[config.mk]
export PLATFORM = sky130hd
export DESIGN_NAME = time_display
export DESIGN_NICKNAME = d
export VERILOG_FILES = /design/src/rtl/time_display_pkg.sv /design/src/rtl/time_display_seg7_decode.sv /design/src/rtl/time_display.sv
export SDC_FILE = /design/constraint.sdc
export NUM_CORES = 1
export LEC_CHECK = 0
export ABC_CLOCK_PERIOD_IN_PS = 2200
export CORE_UTILIZATION = 50
export DETAILED_ROUTE_END_ITERATION = 10
export PLACE_DENSITY = 0.73
export SYNTH_ARGS = -nofsm -noshare
export SYNTH_HDL_FRONTEND = slang
export SYNTH_SLANG_ARGS = --single-unit
[constraint.sdc]
create_clock -name clock -period 2.2 [get_ports clock]
set_input_delay 0.22 -clock clock [delete_from_list [all_inputs] [get_ports clock]]
set_output_delay 0.22 -clock clock [all_outputs]
set_load 0.02 [all_outputs]
[src/rtl/time_display_pkg.sv]
// Shared types and constants for the time_display block: FSM state
// encoding, digit/field geometry, the dash code, the 7-segment pattern
// table and the double-dabble nibble adjust step.
package time_display_pkg;

    typedef enum logic [2:0] {
        IDLE,
        CONV_H,
        CONV_M,
        CONV_S,
        COMMIT
    } state_t;

    localparam int DIGITS = 6;
    localparam int HOUR_W = 7;
    localparam int MIN_W  = 6;
    localparam int SEC_W  = 6;

    localparam logic [3:0] DASH = 4'hF;

    // Segment patterns {g,f,e,d,c,b,a}, active-high. 0-9, then A b C d E,
    // and code F is reserved for the out-of-range dash.
    localparam logic [6:0] SEG_TABLE [16] = '{
        7'h3F, 7'h06, 7'h5B, 7'h4F,
        7'h66, 7'h6D, 7'h7D, 7'h07,
        7'h7F, 7'h6F, 7'h77, 7'h7C,
        7'h39, 7'h5E, 7'h79, 7'h40
    };

    // One double-dabble correction: add 3 to every BCD nibble that is >= 5
    // so the following left shift carries correctly into the next digit.
    function automatic logic [11:0] add3_adjust(input logic [11:0] v);
        logic [11:0] r;
        r = v;
        for (int i = 0; i < 3; i++) begin
            if (v[i*4 +: 4] >= 4'd5) begin
                r[i*4 +: 4] = v[i*4 +: 4] + 4'd3;
            end
        end
        return r;
    endfunction

endpackage

[src/rtl/time_display_seg7_decode.sv]
// Combinational nibble to 7-segment decode, driven from the shared table.
module seg7_decode
    import time_display_pkg::*;
(
    input  logic [3:0] nibble,
    output logic [6:0] seg
);

    // Straight table lookup; code F yields the dash.
    assign seg = SEG_TABLE[nibble];

endmodule

[src/rtl/time_display.sv]
// time_display: converts a binary {hours, minutes, seconds} snapshot to six
// BCD digits with a serial double-dabble engine and multiplexes them onto a
// 6-digit 7-segment display with a toggling colon.
//
// Build option: define TIME_DISPLAY_LZB_EN to blank the H10 digit when it
// holds zero.
//
// state  | meaning
// -------+---------------------------------------------------------------
// IDLE   | waiting for half_sec_pulse to start a conversion
// CONV_H | 7 shift/add-3 cycles on the hours field
// CONV_M | 6 shift/add-3 cycles on the minutes field
// CONV_S | 6 shift/add-3 cycles on the seconds field
// COMMIT | publish all six digits; restart at once if a trigger is pending
module time_display
    import time_display_pkg::*;
#(
    parameter int SCAN_DIV = 8
) (
    input  logic        clock,
    input  logic        reset,
    input  logic [19:0] hms_time,
    input  logic        half_sec_pulse,
    output logic [23:0] bcd_digits,
    output logic        bcd_valid,
    output logic        busy,
    output logic [6:0]  seg,
    output logic [5:0]  digit_an,
    output logic        colon
);

    localparam logic [7:0] SCAN_LAST = 8'(SCAN_DIV - 1);
    localparam logic [2:0] HOUR_LAST = 3'(HOUR_W - 1);
    localparam logic [2:0] MIN_LAST  = 3'(MIN_W - 1);
    localparam logic [2:0] SEC_LAST  = 3'(SEC_W - 1);

    state_t      state;
    state_t      state_nxt;
    logic        start;
    logic        pending;
    logic        shown;

    logic [19:0] snap;
    // {bcd accumulator[11:0], binary shift-out[6:0]}
    logic [18:0] dd;
    logic [18:0] dd_nxt;
    logic [2:0]  bit_cnt;
    logic [23:0] conv_digits;

    logic        hours_over;
    logic        min_over;
    logic        sec_over;

    logic [7:0]  scan_cnt;
    logic [3:0]  sel_nib;
    logic [6:0]  dec_seg;
    logic [6:0]  seg_nxt;

    // Minutes are range-checked on the full 7-bit slot; only the low six
    // bits are converted, which is exact whenever the value is below 60.
    assign hours_over = (snap[19:13] >= 7'd100);
    assign min_over   = (snap[12:6]  >= 7'd60);
    assign sec_over   = (snap[5:0]   >= 6'd60);

    // One double-dabble step: correct the BCD nibbles, then shift the
    // whole accumulator/binary pair left by one.
    assign dd_nxt = {add3_adjust(dd[18:7]), dd[6:0]} << 1;

    // FSM state register.
    always_ff @(posedge clock) begin
        if (reset) begin
            state <= IDLE;
        end else begin
            state <= state_nxt;
        end
    end

    // FSM next state, conversion start and busy.
    always_comb begin
        state_nxt = state;
        start     = 1'b0;
        busy      = (state != IDLE);
        unique case (state)
            IDLE: begin
                if (half_sec_pulse) begin
                    start     = 1'b1;
                    state_nxt = CONV_H;
                end
            end
            CONV_H: begin
                if (bit_cnt == 3'd0) state_nxt = CONV_M;
            end
            CONV_M: begin
                if (bit_cnt == 3'd0) state_nxt = CONV_S;
            end
            CONV_S: begin
                if (bit_cnt == 3'd0) state_nxt = COMMIT;
            end
            COMMIT: begin
                // A trigger arriving in the COMMIT cycle itself counts as
                // pending, so it is not lost.
                if (pending || half_sec_pulse) begin
                    start     = 1'b1;
                    state_nxt = CONV_H;
                end else begin
                    state_nxt = IDLE;
                end
            end
            default: state_nxt = IDLE;
        endcase
    end

    // Conversion datapath: snapshot, shift engine, per-field digit capture.
    always_ff @(posedge clock) begin
        if (reset) begin
            snap        <= '0;
            dd          <= '0;
            bit_cnt     <= '0;
            conv_digits <= '0;
        end else if (start) begin
            snap    <= hms_time;
            dd      <= {12'd0, hms_time[19:13]};
            bit_cnt <= HOUR_LAST;
        end else begin
            case (state)
                CONV_H: begin
                    if (bit_cnt == 3'd0) begin
                        conv_digits[23:16] <= hours_over ? {DASH, DASH} : dd_nxt[14:7];
                        dd      <= {12'd0, snap[11:6], 1'b0};
                        bit_cnt <= MIN_LAST;
                    end else begin
                        dd      <= dd_nxt;
                        bit_cnt <= bit_cnt - 3'd1;
                    end
                end
                CONV_M: begin
                    if (bit_cnt == 3'd0) begin
                        conv_digits[15:8] <= min_over ? {DASH, DASH} : dd_nxt[14:7];
                        dd      <= {12'd0, snap[5:0], 1'b0};
                        bit_cnt <= SEC_LAST;
                    end else begin
                        dd      <= dd_nxt;
                        bit_cnt <= bit_cnt - 3'd1;
                    end
                end
                CONV_S: begin
                    if (bit_cnt == 3'd0) begin
                        conv_digits[7:0] <= sec_over ? {DASH, DASH} : dd_nxt[14:7];
                    end else begin
                        dd      <= dd_nxt;
                        bit_cnt <= bit_cnt - 3'd1;
                    end
                end
                default: ;
            endcase
        end
    end

    // Publish digits at COMMIT, track pending trigger, display-enable and colon.
    always_ff @(posedge clock) begin
        if (reset) begin
            bcd_digits <= '0;
            bcd_valid  <= 1'b0;
            shown      <= 1'b0;
            pending    <= 1'b0;
            colon      <= 1'b0;
        end else begin
            bcd_valid <= (state == COMMIT);
            if (state == COMMIT) begin
                bcd_digits <= conv_digits;
                shown      <= 1'b1;
            end
            if (start) begin
                pending <= 1'b0;
            end else if (busy && half_sec_pulse) begin
                pending <= 1'b1;
            end
            if (half_sec_pulse) begin
                colon <= ~colon;
            end
        end
    end

    // Digit scan: hold each anode for SCAN_DIV cycles, rotate H10 -> S1 -> H10.
    always_ff @(posedge clock) begin
        if (reset) begin
            scan_cnt <= '0;
            digit_an <= 6'b100000;
        end else if (scan_cnt == SCAN_LAST) begin
            scan_cnt <= '0;
            digit_an <= {digit_an[0], digit_an[5:1]};
        end else begin
            scan_cnt <= scan_cnt + 8'd1;
        end
    end

    // Pick the nibble for the currently selected anode.
    always_comb begin
        sel_nib = '0;
        for (int i = 0; i < DIGITS; i++) begin
            if (digit_an[i]) sel_nib = bcd_digits[i*4 +: 4];
        end
    end

    seg7_decode u_seg7_decode (
        .nibble (sel_nib),
        .seg    (dec_seg)
    );

    // Segment value before registering: blank until the first result exists.
    always_comb begin
        seg_nxt = shown ? dec_seg : 7'd0;
`ifdef TIME_DISPLAY_LZB_EN
        if (digit_an[DIGITS-1] && (sel_nib == 4'd0)) seg_nxt = 7'd0;
`else
        seg_nxt = seg_nxt;
`endif
    end

    // Segment output register, one cycle behind the anode select.
    always_ff @(posedge clock) begin
        if (reset) begin
            seg <= '0;
        end else begin
            seg <= seg_nxt;
        end
    end

endmodule
==> metrics.log, run 1 <==
[metrics] worst path required time: 1.98 ns
[metrics] later-pin clock latency in the skew report: 0.38 ns
[metrics] fill cell total of the finished layout: 850
[metrics] number of nets in the final layout: 653
[metrics] CP max stage cell: sky130_fd_sc_hd__clkdlybuf4s50_1
[metrics] first-pass GRT wire length: 18200 um
[metrics] overall power consumption: 4.58 mW
[metrics] timing startpoint of the critical path: state[1]
[metrics] # hold bufs at CTS: 0
[metrics] relative slew slack: 58.0%
[metrics] R2R Path Start: digit_an[0]
[metrics] longest individual stage delay on the worst path: 0.61 ns
[metrics] part of the total power dissipated in the clock network: 29.1%
[metrics] area growth from synthesis to final layout: 18.9%
[metrics] ANT nets after route: 0
[metrics] class of the tightest hold or removal check: in2reg
[metrics] Total GRT Usage: 22.5%
[metrics] Worst setup SP type: flip-flop
[metrics] iteration count of the initial detailed-routing pass: 5
[metrics] initial antenna violation count: 0
[metrics] pins over their slew limit: 0
[metrics] share of final-layout standard cells stronger than drive strength 1: 8.70%
[metrics] Total Wirelength: 10700 um
[metrics] hold violation total from the final report: 0
[metrics] H-tree levels: 3
[metrics] most frequent standard cell in the layout excluding fill and tap cells: sky130_fd_sc_hd__nand2_1
[metrics] FP Rows: 35
[metrics] iteration-0 DRC count of the detailed router: 230
[metrics] TritonCTS clock tree: yes
[metrics] reported net switching power: 1.41 mW
[metrics] Chip Width: 101 um
[metrics] Netlist cell types: 59
[metrics] crit path time final: 2.04 ns
[metrics] Sinks on Clock Net: 112
[metrics] highest ir drop seen on vdd: 0.542 mV
[metrics] share of the clock period used by the worst path after layout: 92.6%
[metrics] register share of total power: 50.3%
[metrics] antenna diode count: 0
[metrics] worst min-delay path startpoint: reset
[metrics] Syn Std Cell Area: 0.00488 mm2
[metrics] final setup vio count: 0
[metrics] number of buffers added on ports: 62
[metrics] MaxCap Viol Count: 0
[metrics] total CTS buffers: 9
[metrics] internal power: 3.17 mW
[metrics] clock tree skew after final layout: 0.0152 ns
[metrics] number of enable-type register cells in the synthesized netlist: 0
[metrics] unrepaired setup endpoints after global routing: no
[metrics] critical path class: reg2out
[metrics] portion of the post-synthesis area used by sequential elements: 45.9%
[metrics] yosys synthesis warning count: 0
[metrics] Synthesized Nets: 606
[metrics] final standard cell area without fillers: 0.00580 mm2
[metrics] CTS clk-pin slew, worst paths: 0.12 ns
[metrics] aggregate negative setup slack: 0 ns
[metrics] P per Cell Area: 789 mW/mm2
[metrics] routability congestion estimate from global placement: 0.810
[metrics] arrival time reported for the critical path endpoint: 1.82 ns
[metrics] per-instance average area after synthesis: 8.58 um2
[metrics] die height: 101 um
[metrics] hold_ws: 0.221 ns
[metrics] largest net degree at the start of global routing: 44
[metrics] peak fanout along the critical path: 11
[metrics] proportion of register bits with asynchronous set or reset after synthesis: 0%
[metrics] I/O pin count: 63
[metrics] transition time at the pin with the least slew margin: 0.628 ns
[metrics] switching share of power: 30.7%
[metrics] most frequent cells in the layout: sky130_fd_sc_hd__nand2_1 (112), sky130_fd_sc_hd__dfxtp_1 (110), sky130_fd_sc_hd__a21oi_1 (68)
[metrics] Yosys reg bits: 112
[metrics] number of buffers between clock root and the deepest sink: 2
[metrics] most frequently used flop master after synthesis: sky130_fd_sc_hd__dfxtp_1
[metrics] Overflow after GRT: 0
[metrics] highest attainable clock frequency: 491 MHz
[metrics] number of remaining DRC errors: 0
[metrics] initial core utilization: 52.3%
[metrics] overall via count from detail_route: 4070
[metrics] detail-routed via count per cell: 5.43
[metrics] core region area: 0.00933 mm2
[metrics] portion of total power attributed to combinational logic: 20.7%
[metrics] Static Leakage: 2.04 nW
[metrics] chain of cells forming the critical path: nor2_1 > nand2_1 > clkdlybuf4s50_1
[metrics] via count of the first global-routing pass: 3889
[metrics] post-detail-place hpwl: 7910 um
[metrics] post-placement cell area: 0.00558 mm2
[metrics] kind of end point of the critical path: primary output
[metrics] area of the die: 0.0102 mm2
[metrics] gate count of the mapped netlist: 569
[metrics] run status: complete, no violations
[metrics] placed cells: 734
[metrics] non-filler instance count after layout: 750
[metrics] cell chosen for the clock root: sky130_fd_sc_hd__clkbuf_8
[metrics] Routed WL per cell: 14.3 um
==> final timing paths <==
path	slack, ns	endpoint	cells past startpoint
setup / recovery	0.16	busy	3
setup reg to reg	0.18	seg[1]	7
hold / removal	0.22	scan_cnt[2]	2
hold reg to reg	0.45	scan_cnt[0]	1
==> Yosys cell counts (all sizes together), types with 7 or more instances <==
library cell | n | share of area, %
a2bb2oi | 7 | 1.4
nand3 | 7 | 0.72
buf | 18 | 2.3
nor3b | 7 | 1.3
dfxtp | 112 | 46
a21oi | 68 | 7.0
a31oi | 7 | 1.2
a221oi | 9 | 1.6
mux2i | 12 | 2.5
inv | 26 | 2.0
clkbuf | 23 | 1.8
ha | 14 | 3.6
nor2 | 44 | 3.4
nand2 | 112 | 8.6
a211oi | 16 | 2.5
a221o | 8 | 1.6
==> critical path: cells and delay by family, from the launching register on <==
kind	cells	cell delay [ns]
DFF	1	0.58
buffers and inverters	1	0.61
and+or+nand+nor	2	0.27
==> power groups by stage <==
stage	combinational, mW	sequential [mW]	clock (mW)
after floorplan	0.718	2.31	0
after global placement	0.913	2.34	0
after detailed placement	0.942	2.35	0
after CTS	0.948	2.30	1.35
after global routing	1.05	2.32	1.45
final	0.946	2.30	1.33
==> per-stage QoR <==
stage                     utilization [%]  worst slack (ns)
after CTS                            62.1            0.0381
after detailed placement             59.8            0.0545
after global placement               59.8             0.117
after floorplan                         -            0.0954
after global routing                 62.2            0.0237
final                                62.2             0.164
==> cells by family after synthesis <==
logic type | synth area share (%)
xor gates and xnor gates | 1.79
buffers and inverters | 6.08
muxes | 3.46
adders and majority gates | 3.59
DFF | 45.9
and+or+nand+nor | 18.7
AOI/OAI and AO/OA | 20.4
==> cell type report <==
| class | instances | area, um2 | area share (%) |
|---|---|---|---|
| tap | 129 | 161 | 2.78 |
| multi-input combinational | 390 | 2350 | 40.6 |
| sequential | 112 | 2240 | 38.7 |
| clock buffer | 10 | 138 | 2.37 |
| clock inverter | 6 | 78.8 | 1.36 |
| timing repair buffer | 77 | 728 | 12.6 |
| inverter | 26 | 97.6 | 1.68 |
==> per-layer routing <==
layer  GRT usage [%]  vias to the layer above  share of wire (%)
li1                -                     2053                  -
met1            28.0                     1889                 45
met2            37.9                      106                 49
met3            3.33                       22                3.6
met4            11.9                        0                2.3
met5               0                        -                  0
==> flip-flops by register name (all words and copies together) (netlist names) <==
signal	cells
bcd_digits	24
bcd_valid	1
bit_cnt	3
colon	1
conv_digits	24
dd	15
digit_an	6
pending	1
scan_cnt	8
seg	7
shown	1
snap	18
state	3
==> what timing repair did <==
item	4_1_cts	5_1_grt
buffers inserted	0	0
endpoints found under the setup margin	0	6
resized for setup	0	3
(Power assumes the default switching activity.)
==> run 2, diff against run 1 <==
CTS_CLUSTER_DIAMETER = 50   (was default)
MAX_ROUTING_LAYER = met4   (was default)
==> metrics.log, run 2 (synthesis results as in run 1) <==
[metrics] largest net degree at the start of global routing: 44
[metrics] hold violation total from the final report: 0
[metrics] Worst setup SP type: flip-flop
[metrics] portion of total power attributed to combinational logic: 20.6%
[metrics] number of nets in the final layout: 653
[metrics] largest registers: bcd_digits: 24 flops, conv_digits: 24 flops, snap: 18 flops
[metrics] core region area: 0.00933 mm2
[metrics] part of the total power dissipated in the clock network: 29.1%
[metrics] Register Area: 0.00224 mm2
[metrics] iteration count of the initial detailed-routing pass: 4
[metrics] arrival time reported for the critical path endpoint: 1.82 ns
[metrics] die height: 101 um
[metrics] TritonCTS clock tree: yes
[metrics] highest ir drop seen on vdd: 0.544 mV
[metrics] initial core utilization: 52.3%
[metrics] unrepaired setup endpoints after global routing: no
[metrics] first-pass GRT wire length: 18200 um
[metrics] reported net switching power: 1.41 mW
[metrics] CTS clk-pin slew, worst paths: 0.12 ns
[metrics] number of buffers between clock root and the deepest sink: 2
[metrics] P per Cell Area: 789 mW/mm2
[metrics] ANT nets after route: 0
[metrics] aggregate negative setup slack: 0 ns
[metrics] Worst Setup Slack post-DPL: 0.0545 ns
[metrics] overall via count from detail_route: 4083
[metrics] critical path class: reg2out
[metrics] Total Wirelength: 10800 um
[metrics] initial antenna violation count: 0
[metrics] FP Rows: 35
[metrics] relative slew slack: 57.5%
[metrics] transition time at the pin with the least slew margin: 0.633 ns
[metrics] Post-Route Utilization: 62.2%
[metrics] Chip Width: 101 um
[metrics] hold_ws: 0.226 ns
[metrics] iteration-0 DRC count of the detailed router: 212
[metrics] most frequent standard cell in the layout excluding fill and tap cells: sky130_fd_sc_hd__nand2_1
[metrics] worst path required time: 1.98 ns
[metrics] Sinks on Clock Net: 112
[metrics] via count of the first global-routing pass: 3874
[metrics] internal power: 3.17 mW
[metrics] peak fanout along the critical path: 11
[metrics] area used by multi-input combinational logic: 0.00235 mm2
[metrics] post-CTS repair timing setup buffer count: 0
[metrics] switching share of power: 30.7%
[metrics] number of remaining DRC errors: 0
[metrics] Static Leakage: 2.04 nW
[metrics] overall power consumption: 4.58 mW
[metrics] Routed WL per cell: 14.4 um
[metrics] run status: complete, no violations
[metrics] highest attainable clock frequency: 490 MHz
[metrics] register share of total power: 50.3%
[metrics] later-pin clock latency in the skew report: 0.38 ns
[metrics] total CTS buffers: 9
[metrics] crit path time final: 2.04 ns
[metrics] most frequent cells in the layout: sky130_fd_sc_hd__nand2_1 (112), sky130_fd_sc_hd__dfxtp_1 (110), sky130_fd_sc_hd__a21oi_1 (68)
[metrics] fill cell total of the finished layout: 850
[metrics] area of the die: 0.0102 mm2
[metrics] share of the clock period used by the worst path after layout: 92.8%
[metrics] kind of end point of the critical path: primary output
[metrics] Total GRT Usage: 23.3%
[metrics] share of final-layout standard cells stronger than drive strength 1: 8.70%
[metrics] post-detail-place hpwl: 7910 um
[metrics] routability congestion estimate from global placement: 0.822
[metrics] setup slack of the most critical reg-to-reg path: 0.18 ns
[metrics] clock tree skew after final layout: 0.0155 ns
[metrics] final setup vio count: 0
[metrics] cell chosen for the clock root: sky130_fd_sc_hd__clkbuf_8
[metrics] pins over their slew limit: 0
[metrics] detail-routed via count per cell: 5.44
[metrics] Overflow after GRT: 0
[metrics] MaxCap Viol Count: 0
[metrics] H-tree levels: 3
[metrics] I/O pin count: 63
[metrics] antenna diode count: 0
[metrics] class of the tightest hold or removal check: in2reg
[metrics] final worst slack: 0.158 ns
[metrics] area growth from synthesis to final layout: 18.9%
[metrics] number of buffers added on ports: 62
==> run 2: cell type report <==
class	count	share of cell area, %
tap	129	2.78
multi-input combinational	390	40.6
sequential	112	38.7
clock buffer	10	2.37
timing repair buffer	77	12.6
clock inverter	6	1.36
inverter	26	1.68
==> run 2: power groups by stage <==
stage	Combinational, mW	Clock, mW	Sequential (mW)
6_report	0.945	1.33	2.30
5_1_grt	1.06	1.45	2.32
2_1_floorplan	0.718	0	2.31
3_3_place_gp	0.913	0	2.34
4_1_cts	0.948	1.35	2.30
3_5_place_dp	0.942	0	2.35
==> run 2: layer usage <==
| layer | up-vias | track usage, % | routed length (um) |
|---|---|---|---|
| met5 | - | - | 0 |
| met4 | 0 | 12.3 | 329 |
| met3 | 27 | 3.05 | 399 |
| met2 | 120 | 37.8 | 5160 |
| met1 | 1888 | 28.3 | 4930 |
| li1 | 2048 | - | - |
==> run 2: final timing paths <==
| kind | endpoint | depth (start not counted) | startpoint |
|---|---|---|---|
| worst max-delay path | busy | 3 | state[1] |
| worst min register to register | scan_cnt[0] | 1 | scan_cnt[0] |
| worst max register to register | seg[1] | 7 | digit_an[0] |
| worst min-delay path | scan_cnt[2] | 2 | reset |
==> run 2: critical path: stages, from the launching register on <==
cell,delay [ns]
sky130_fd_sc_hd__dfxtp_1,0.58
sky130_fd_sc_hd__nor2_1,0.15
sky130_fd_sc_hd__nand2_1,0.12
sky130_fd_sc_hd__clkdlybuf4s50_1,0.60
==> run 2: repair_timing <==
action,4_1_cts,5_1_grt
setup endpoints to repair,0,6
hold buffers,0,0
gates resized for setup,0,3
==> run 2: metrics by stage <==
step	instances	instance area [um2]
2_1_floorplan	569	4880
3_5_place_dp	734	5580
5_1_grt	750	5800
4_1_cts	750	5800
6_report	750	5800
3_3_place_gp	734	5580
